$ cat src/rtl/lms7_tx_brst_gate.sv
// Timestamp-gated TX burst gate feeding the LMS7 framer sample FIFO.
// Define LMS7_TX_BRST_ROUND_EN for round-half-up 16->12 bit reduction.
module lms7_tx_brst_gate #(
    parameter int TS_WIDTH  = 32,
    parameter int LEN_WIDTH = 16
) (
    input  logic                 mclk,
    input  logic                 rst_n,
    input  logic                 abort,
    input  logic                 cmd_valid,
    output logic                 cmd_ready,
    input  logic [TS_WIDTH-1:0]  cmd_ts,
    input  logic [LEN_WIDTH-1:0] cmd_len,
    input  logic [TS_WIDTH-1:0]  ts_now,
    input  logic [63:0]          s_tdata,
    input  logic                 s_tvalid,
    output logic                 s_tready,
    output logic [47:0]          m_tdata,
    output logic                 m_tvalid,
    input  logic                 m_tready,
    output logic                 busy,
    output logic                 burst_done,
    output logic                 late,
    output logic                 underrun,
    output logic [15:0]          underrun_cnt
);

    localparam logic [2:0] S_IDLE   = 3'd0;
    localparam logic [2:0] S_WAIT   = 3'd1;
    localparam logic [2:0] S_STREAM = 3'd2;
    localparam logic [2:0] S_DRAIN  = 3'd3;
    localparam logic [2:0] S_DROP   = 3'd4;

    logic [2:0]           state_q, state_d;
    logic [TS_WIDTH-1:0]  ts_q, ts_d;
    logic [LEN_WIDTH-1:0] len_q, len_d;
    logic [LEN_WIDTH-1:0] cnt_q, cnt_d;
    logic                 first_q, first_d;
    logic [47:0]          m_tdata_q, m_tdata_d;
    logic                 m_tvalid_q, m_tvalid_d;
    logic                 done_q, done_d;
    logic                 late_q, late_d;
    logic                 und_q, und_d;
    logic [15:0]          ucnt_q, ucnt_d;

    logic [TS_WIDTH-1:0]  d;
    logic                 d_zero;
    logic                 d_pos;
    logic                 stream_go;
    logic                 s_hs;
    logic [LEN_WIDTH-1:0] cnt_inc;
    logic [47:0]          red_data;

    assign d       = ts_now - ts_q;
    assign d_zero  = (d == '0);
    assign d_pos   = !d[TS_WIDTH-1] && !d_zero;
    assign cnt_inc = cnt_q + LEN_WIDTH'(1);

`ifdef LMS7_TX_BRST_ROUND_EN
    logic [3:0][16:0] rsum;
    logic             unused_rsum;

    always_comb begin
        rsum     = '0;
        red_data = '0;
        for (int l = 0; l < 4; l++) begin
            rsum[l] = {s_tdata[l*16+15], s_tdata[l*16 +: 16]} + 17'd8;
            // positive overflow past 0x7FFF clamps instead of wrapping
            red_data[l*12 +: 12] = (!rsum[l][16] && rsum[l][15]) ?
                                   12'h7FF : rsum[l][15:4];
        end
    end

    assign unused_rsum = ^{rsum[0][3:0], rsum[1][3:0],
                           rsum[2][3:0], rsum[3][3:0]};
`else
    logic unused_lo;

    always_comb begin
        red_data = '0;
        for (int l = 0; l < 4; l++) begin
            red_data[l*12 +: 12] = s_tdata[l*16+4 +: 12];
        end
    end

    assign unused_lo = ^{s_tdata[51:48], s_tdata[35:32],
                         s_tdata[19:16], s_tdata[3:0]};
`endif

    // the cycle ts_now hits the start time already takes the first word
    assign stream_go = (state_q == S_STREAM) ||
                       ((state_q == S_WAIT) && d_zero);

    assign s_tready = !abort &&
                      ((stream_go && (cnt_q < len_q) &&
                        (!m_tvalid_q || m_tready)) ||
                       (state_q == S_DROP));
    assign s_hs      = s_tvalid && s_tready;
    assign cmd_ready = (state_q == S_IDLE) && !abort;

    always_comb begin
        state_d    = state_q;
        ts_d       = ts_q;
        len_d      = len_q;
        cnt_d      = cnt_q;
        first_d    = first_q;
        m_tdata_d  = m_tdata_q;
        m_tvalid_d = m_tvalid_q;
        done_d     = 1'b0;
        late_d     = 1'b0;
        und_d      = 1'b0;
        ucnt_d     = ucnt_q;

        unique case (state_q)
            S_IDLE: begin
                if (cmd_valid && cmd_ready) begin
                    ts_d    = cmd_ts;
                    len_d   = cmd_len;
                    cnt_d   = '0;
                    ucnt_d  = '0;
                    first_d = 1'b1;
                    if (cmd_len == '0) begin
                        done_d = 1'b1;
                    end else begin
                        state_d = S_WAIT;
                    end
                end
            end
            S_WAIT: begin
                first_d = 1'b0;
                if (d_zero) begin
                    state_d = S_STREAM;
                end else if (d_pos) begin
                    if (first_q) begin
                        late_d  = 1'b1;
                        state_d = S_DROP;
                    end else begin
                        state_d = S_STREAM;
                    end
                end
            end
            S_STREAM: begin
                if (m_tready && !m_tvalid_q) begin
                    und_d = 1'b1;
                    if (ucnt_q != 16'hFFFF) begin
                        ucnt_d = ucnt_q + 16'd1;
                    end
                end
            end
            S_DRAIN: begin
                if (!m_tvalid_q || m_tready) begin
                    m_tvalid_d = 1'b0;
                    done_d     = 1'b1;
                    state_d    = S_IDLE;
                end
            end
            S_DROP: begin
                m_tvalid_d = 1'b0;
                if (s_hs) begin
                    cnt_d = cnt_inc;
                    if (cnt_inc == len_q) begin
                        state_d = S_IDLE;
                    end
                end
            end
            default: state_d = S_IDLE;
        endcase

        if (stream_go) begin
            if (s_hs) begin
                m_tdata_d  = red_data;
                m_tvalid_d = 1'b1;
                cnt_d      = cnt_inc;
            end else if (m_tready) begin
                m_tvalid_d = 1'b0;
            end
            if (cnt_d == len_q) begin
                state_d = S_DRAIN;
            end
        end

        if (abort) begin
            state_d    = S_IDLE;
            m_tvalid_d = 1'b0;
            done_d     = 1'b0;
            late_d     = 1'b0;
            und_d      = 1'b0;
            ucnt_d     = ucnt_q;
        end
    end

    always_ff @(posedge mclk or negedge rst_n) begin
        if (!rst_n) begin
            state_q    <= S_IDLE;
            ts_q       <= '0;
            len_q      <= '0;
            cnt_q      <= '0;
            first_q    <= 1'b0;
            m_tdata_q  <= '0;
            m_tvalid_q <= 1'b0;
            done_q     <= 1'b0;
            late_q     <= 1'b0;
            und_q      <= 1'b0;
            ucnt_q     <= '0;
        end else begin
            state_q    <= state_d;
            ts_q       <= ts_d;
            len_q      <= len_d;
            cnt_q      <= cnt_d;
            first_q    <= first_d;
            m_tdata_q  <= m_tdata_d;
            m_tvalid_q <= m_tvalid_d;
            done_q     <= done_d;
            late_q     <= late_d;
            und_q      <= und_d;
            ucnt_q     <= ucnt_d;
        end
    end

    assign m_tdata      = m_tdata_q;
    assign m_tvalid     = m_tvalid_q;
    assign busy         = (state_q != S_IDLE);
    assign burst_done   = done_q;
    assign late         = late_q;
    assign underrun     = und_q;
    assign underrun_cnt = ucnt_q;

endmodule

$ cat config.mk
export PLATFORM = sky130hd
export DESIGN_NAME = lms7_tx_brst_gate
export DESIGN_NICKNAME = d
export VERILOG_FILES = /design/src/rtl/lms7_tx_brst_gate.sv
export SDC_FILE = /design/constraint.sdc
export NUM_CORES = 1
export LEC_CHECK = 0
export BUFFER_PORTS_ARGS = -buffer_cell sky130_fd_sc_hd__buf_2
export CORE_MARGIN = 3
export CORE_UTILIZATION = 45
export CTS_CLUSTER_DIAMETER = 200
export DETAILED_ROUTE_END_ITERATION = 8
export GPL_TIMING_DRIVEN = 0
export PLACE_DENSITY = 0.68
export SLEW_MARGIN = 10
export SYNTH_ARGS = -nofsm -noshare
export SYNTH_HDL_FRONTEND = slang
export SYNTH_SLANG_ARGS = --single-unit
$ cat constraint.sdc
create_clock -name mclk -period 5.1 [get_ports mclk]
set_clock_uncertainty 0.2 [all_clocks]
set_input_delay 0.255 -clock mclk [delete_from_list [all_inputs] [get_ports mclk]]
set_output_delay 0.255 -clock mclk [all_outputs]
set_load 0.02 [all_outputs]
# Word level (Yosys, flattened, before mapping)
# Cells that the tools add are included.
totals:
  ff_bits: 136
  inputBits: 150
  output_inout_bits: 71
  elab_cells: 95
op_classes:
  addsub: 3
  n_lt_le_gt_ge: 1
  n_eq_ne: 10
  muxes: 43
  bitwise: 1
  n_reduce_logical: 26
ops:
  columns: ["cell", "n"]
  rows:
  - ["16-bit 2-to-1 mux", 8]
  - ["16-bit one-hot mux with 2 select lines", 2]
  - ["3-bit 2-to-1 mux", 11]
  - ["16-bit by 1-bit adder with 16-bit output, second input constant", 2]
  - ["16-bit equality test", 2]
  - ["32-bit zero test", 1]
  - ["32-bit subtractor", 1]
  - ["1-bit 2-to-1 mux", 18]
  - ["16-bit zero test", 1]
  - ["16-bit < comparator", 1]
  - ["16-bit != test, second input constant", 1]
  - ["3-bit one-hot mux with 5 select lines", 1]
  - ["1-bit logical AND", 9]
  - ["3-bit by 2-bit equality test with 1-bit output, second input constant", 2]
  - ["2-bit by 1-bit != test with 1-bit output, second input constant", 3]
  - ["1-bit one-hot mux with 2 select lines", 3]
  - ["2-bit AND reduction", 3]
  - ["5-bit AND reduction", 1]
  - ["1-bit zero test", 4]
  - ["2-bit nonzero test", 2]
  - ["3-bit by 1-bit equality test with 1-bit output, second input constant", 1]
  - ["3-bit equality test, second input constant", 1]
  - ["3-bit zero test", 1]
  - ["1-bit logical OR", 3]
  - ["2 further kinds", 2]

# Longest topological paths before layout
depth:
  word_depth: 17
  ltp_mapped: 19
  mapped_depth_nobuf: 16

# Least setup slack after synthesis
# OpenSTA, ideal clock, no wires.
synth_path:
  kind: "reg2reg"
  from: "register ts_q[13]"
  to: "register state_q[0]"
  setup_ns: 0.066
  t_arrival_ns: 3.980
  required_time_ns: 4.834
  slack_ns: 0.854
  path_stages_with_launch: 19
  n_path_buf: 2
  synth_period_minus_slack_ns: 4.246
  path_cell_list: "dfrtp_1 -> inv_1 -> ha_1 -> buf_6 -> a21oi_4 -> o21ai_2 -> a21o_1 -> a2111o_1 -> or4_1 -> a2111oi_2 -> nand4b_1 -> nor4_1 -> o21ai_1 -> buf_6 -> nand2b_1 -> xnor2_1 -> a221o_1 -> nor4_1 -> a41o_1"
synth_between:
  elab_chain_cells: 17
  word_cells_on_any_way: 24
  cone_classes: "add/sub (1); eq/ne (1); mux (11); reduce/logical (11)"
synth_lines:
  columns: ["element", "line_no", "text"]
  rows:
  - ["start: declaration", "35", "logic [TS_WIDTH-1:0] ts_q, ts_d;"]
  - ["start signal: assignment", "207", "ts_q <= ts_d;"]
  - ["32-bit subtractor (*)", "54", "assign d = ts_now - ts_q;"]
  - ["32-bit zero test", "55", "assign d_zero = (d == '0);"]
  - ["1-bit logical AND", "92", "((state_q == S_WAIT) && d_zero);"]
  - ["1-bit logical OR", "91", "assign stream_go = (state_q == S_STREAM) ||"]
  - ["1-bit logical AND (2 in series)", "95", "((stream_go && (cnt_q < len_q) &&"]
  - ["1-bit logical OR", "96", "(!m_tvalid_q || m_tready)) ||"]
  - ["1-bit logical AND", "94", "assign s_tready = !abort &&"]
  - ["1-bit logical AND", "98", "assign s_hs = s_tvalid && s_tready;"]
  - ["16-bit 2-to-1 mux", "159", "if (s_hs) begin"]
  - ["16-bit one-hot mux with 2 select lines", "114", "unique case (state_q)"]
  - ["16-bit 2-to-1 mux", "170", "if (s_hs) begin"]
  - ["16-bit 2-to-1 mux", "169", "if (stream_go) begin"]
  - ["16-bit equality test", "177", "if (cnt_d == len_q) begin"]
  - ["3-bit 2-to-1 mux", "177", null]
  - ["3-bit 2-to-1 mux (*)", "169", null]
  - ["3-bit 2-to-1 mux (*)", "182", "if (abort) begin"]
  - ["net state_d[0]", "34", "logic [2:0] state_q, state_d;"]
  - ["end signal: assignment", "206", "state_q <= state_d;"]
  - ["end: declaration", "34", null]
# The timed path passes the listed nets; every way through them passes the cells marked *. The select of a mux whose other input is x is not followed.
# A chain may end at the register's enable or synchronous reset.

# Final worst setup path
layout_path:
  from: "register ts_q[19]"
  to: "register state_q[0]"
# Same word-level chain as after synthesis.

==> results.tsv <==
stage	metric	value	unit
run_status	status	completed	
logic_synthesis	ys_types	79	
worst_setup_path	slowest_delay	0.51	ns
clocking	cts_max_path_buffers	2	
detailed_routing	drtIter0Drc	741	
die	die_area	0.0220	sq mm
global_routing	antenna_found_initial	1	
worst_setup_path	path_cells	inv_1 > ha_1 > a21oi_2 > o21ai_1 > a21o_1 > a2111o_1 > or4_1 > a2111oi_2 > nand4b_1 > nor4_2 > o21ai_1 > buf_6 > nand2b_1 > xnor2_1 > a221o_1 > nor4_1 > a41o_1	
logic_synthesis	yosysSeqAreaShare	37.3	%
sta	fmax	204	MHz
place	pre_cts_slack	-0.357	ns
logic_synthesis	synth.net_count	1235	
sta	setup_ws	0.191	ns
logic_synthesis	syn_area	0.00913	sq mm
place	port_buffers	204	
worst_setup_path	reg2reg_slack	0.19	ns
final_layout	antenna_cells	0	
sta	min_period	4.91	ns
detailed_routing	wirelength	29500	um
clocking	cts.root.buffer_cell	clkbuf_16	
worst_setup_path	end_kind	flop	
power	p_int	2.86	mW
die	die_y	148	um
detailed_routing	wire_per_inst	18.0	um
power	p_per_area	391	mW/mm^2
power	power.share.combinational	41.9	%
worst_setup_path	rr_worst_depth	17	
sta	relSlewSlack	41.1	%
die	core-area	0.0197	sq mm
detailed_routing	dr.pass1.iters	5	
detailed_routing	wl_met1	12900	um
clocking	cts_tree	done	
detailed_routing	drtAntennaViolNets	0	
global_routing	grt_max_degree	80	
logic_synthesis	synth_cells	1036	
final_layout	layout.nets	1558	
worst_setup_path	startpoint_type	flop	
detailed_routing	top_layer	met5	
sta	setup_viol	0	
power	p_leak	5.94	nW
logic_synthesis	synth_edf_count	0	
sta	finalCritPeriodShare	96.3	%
logic_synthesis	synth_seq_cells	136	
worst_setup_path	r2r_end	state_q[0]	
die	initial_core_util	46.3	%
die	pin_count	221	
clocking	insertion_delay	0.43	ns
power	switchingPower	1.92	mW
sta	worst_pin_slew	0.881	ns
worst_setup_path	r2r-start	ts_q[19]	
global_routing	grt-ovfl-total	0	
final_layout	seqCellArea	0.00340	sq mm
clocking	cts_buffers	17	
power	p_sw_share	40.2	%
detailed_routing	vias	9133	
die	fp.dieW	148	um
logic_synthesis	postSynth.asyncResetShare	100	%
detailed_routing	wl_met3	2300	um
final_layout	area_growth	33.9	%
clocking	clkTransAtPathRegs	0.07	ns
place	dp_hpwl	21400	um
clocking	h-tree-depth	4	
logic_synthesis	yosys_warnings	0	
logic_synthesis	synthFlopType	dfrtp_1	
sta	hold_viol_final	0	
global_routing	grt_use_total	26.9	%
worst_setup_path	critPathKind	reg2reg	
worst_setup_path	crit_fanout	10	
power	clkPwrFrac	27.7	%
final_layout	nFillCells	1704	
logic_synthesis	syn_avg_cell_area	8.82	sq um
final_layout	multi_input_area	0.00541	sq mm
sta	finalMaxSlewViolations	0	
place	place_congestion	0.994	
power	seq_power_share	30.3	%
detailed_routing	routed-wl-met2	13500	um
global_routing	grt_pass1_vias	9229	
die	num_rows	51	
worst_setup_path	cp.arrival	5.06	ns
run	maxCapViolations	0	
power	ir_drop	0.320	mV
final_layout	drive_gt1_share	24.2	%
clocking	cts.sinks	136	
detailed_routing	route.detailed.drc	0	
worst_setup_path	worstPathRequired	5.25	ns
worst_setup_path	crit_top_cell	o21ai_1	
power	p_total	4.78	mW
worst_setup_path	path_buf_inv	2	
detailed_routing	via_per_inst	5.58	
worst_setup_path	crit_path_top_delay_cell	or4_1	
worst_setup_path	crit_family	compound AO/OA/AOI/OAI gates	
global_routing	grt_pass1_wl	47600	um
hold_path	holdCritPathClass	in2async	
power by group through the flow:
stage,combinational (mW),sequential (mW),clock [mW]
floorplan,1.18,1.58,0
global placement,1.84,1.44,0
detailed placement,1.87,1.46,0
CTS,1.94,1.44,1.34
global route,2.22,1.47,1.39
finish,2.00,1.45,1.33
timing repair:
item                                    CTS  global route
endpoints found under the hold margin   154             0
endpoints found under the setup margin   11            12
setup buffers                             0             2
hold buffers                             98             0
resized for setup                         3            21
pin swaps                                 0             2
cells in the final DEF (no fill, tap or decap), drive strengths merged, types with 8 or more instances in the layout:
cell,count
a2111oi,8
a21o,17
a21oi,63
a31oi,11
and3,19
buf,218
clkbuf,48
dfrtp,136
dlygate4sd3,98
ha,49
inv,73
mux2,49
nand2,128
nand3,29
nand4,16
nor2,62
nor2b,11
nor3,24
nor4,17
o211ai,9
o21a,9
o21ai,90
or3,8
xnor2,41
xor2,24
area by class of cell:
class | instances | share of cell area (%)
Buffer | 42 | 1.47
Clock buffer | 17 | 3.48
Clock inverter | 15 | 1.60
Inverter | 62 | 1.90
Multi-Input combinational cell | 795 | 44.2
Sequential cell | 136 | 27.8
Tap cell | 265 | 2.71
Timing Repair Buffer | 305 | 16.8
synthesized netlist by cell type (7+ instances only):
cell        n  area (sq um)
mux2i_1     7          70.1
nand2_1   128           480
and3_1     18           113
nor2b_1    11          68.8
nor4_1     16           100
or3_1       7          43.8
a21o_1     17           128
nor3_1     24           120
and2_1      7          43.8
o21ai_0    82           410
a211oi_1    7          52.6
a31oi_1    10          62.6
a21oi_1    60           300
nand2b_1    7          43.8
nand3_1    29           145
o21ai_1     7          35.0
mux2_2     49           552
ha_1       49           613
nor2_1     61           229
nand4_1    16           100
inv_1      62           233
xor2_1     24           210
o211ai_1    9          67.6
xnor2_1    41           359
clkbuf_1   32           120
o21a_1      9          67.6
dfrtp_1   136          3400
how the worst max path moves through the flow:
stage	slack, ns	cells after the start	start	endpoint
after detailed placement	-0.36	17	ts_now[8]	state_q[0]
after global routing	-0.004	16	ts_q[1]	state_q[0]
final	0.19	17	ts_q[19]	state_q[0]
after floorplan	0.85	18	ts_q[13]	state_q[0]
after global placement	-0.40	17	ts_now[8]	state_q[0]
after CTS	0.009	17	ts_q[8]	state_q[0]
through the flow:
step	util, %	cell area (sq um)	setup TNS, ns	hold slack (ns)	cells
2_1_floorplan	-	9130	0	-0.241	1036
3_3_place_gp	53.2	10500	-3.80	0.256	1505
3_5_place_dp	53.4	10500	-3.29	0.0711	1506
4_1_cts	61.5	12100	0	0.179	1636
5_1_grt	62.0	12200	-0.00385	0.220	1637
6_report	62.0	12200	0	0.159	1637
metal layers:
metal | track usage [%] | vias up
met3 | 7.28 | 54
met5 | 0 | -
met2 | 43.4 | 372
met1 | 35.9 | 4304
li1 | - | 4401
met4 | 7.39 | 2
registers in the layout, summed over array words and instances (netlist names):
| register | cells |
|---|---|
| burst_done | 1 |
| cnt_q | 16 |
| first_q | 1 |
| late | 1 |
| len_q | 16 |
| m_tdata | 48 |
| m_tvalid | 1 |
| state_q | 3 |
| ts_q | 32 |
| underrun | 1 |
| underrun_cnt | 16 |
kinds of logic after synthesis:
| group | share of synthesized area (%) |
|---|---|
| AND/OR/NAND/NOR | 18.2 |
| XOR/XNOR | 6.23 |
| buffers and inverters | 4.53 |
| multiplexers | 6.81 |
| flip-flops | 37.3 |
| AO/OA/AOI/OAI | 20.2 |
| adder cells (fa/ha/maj) | 6.71 |
No activity file was read; power rests on OpenSTA's default activity.
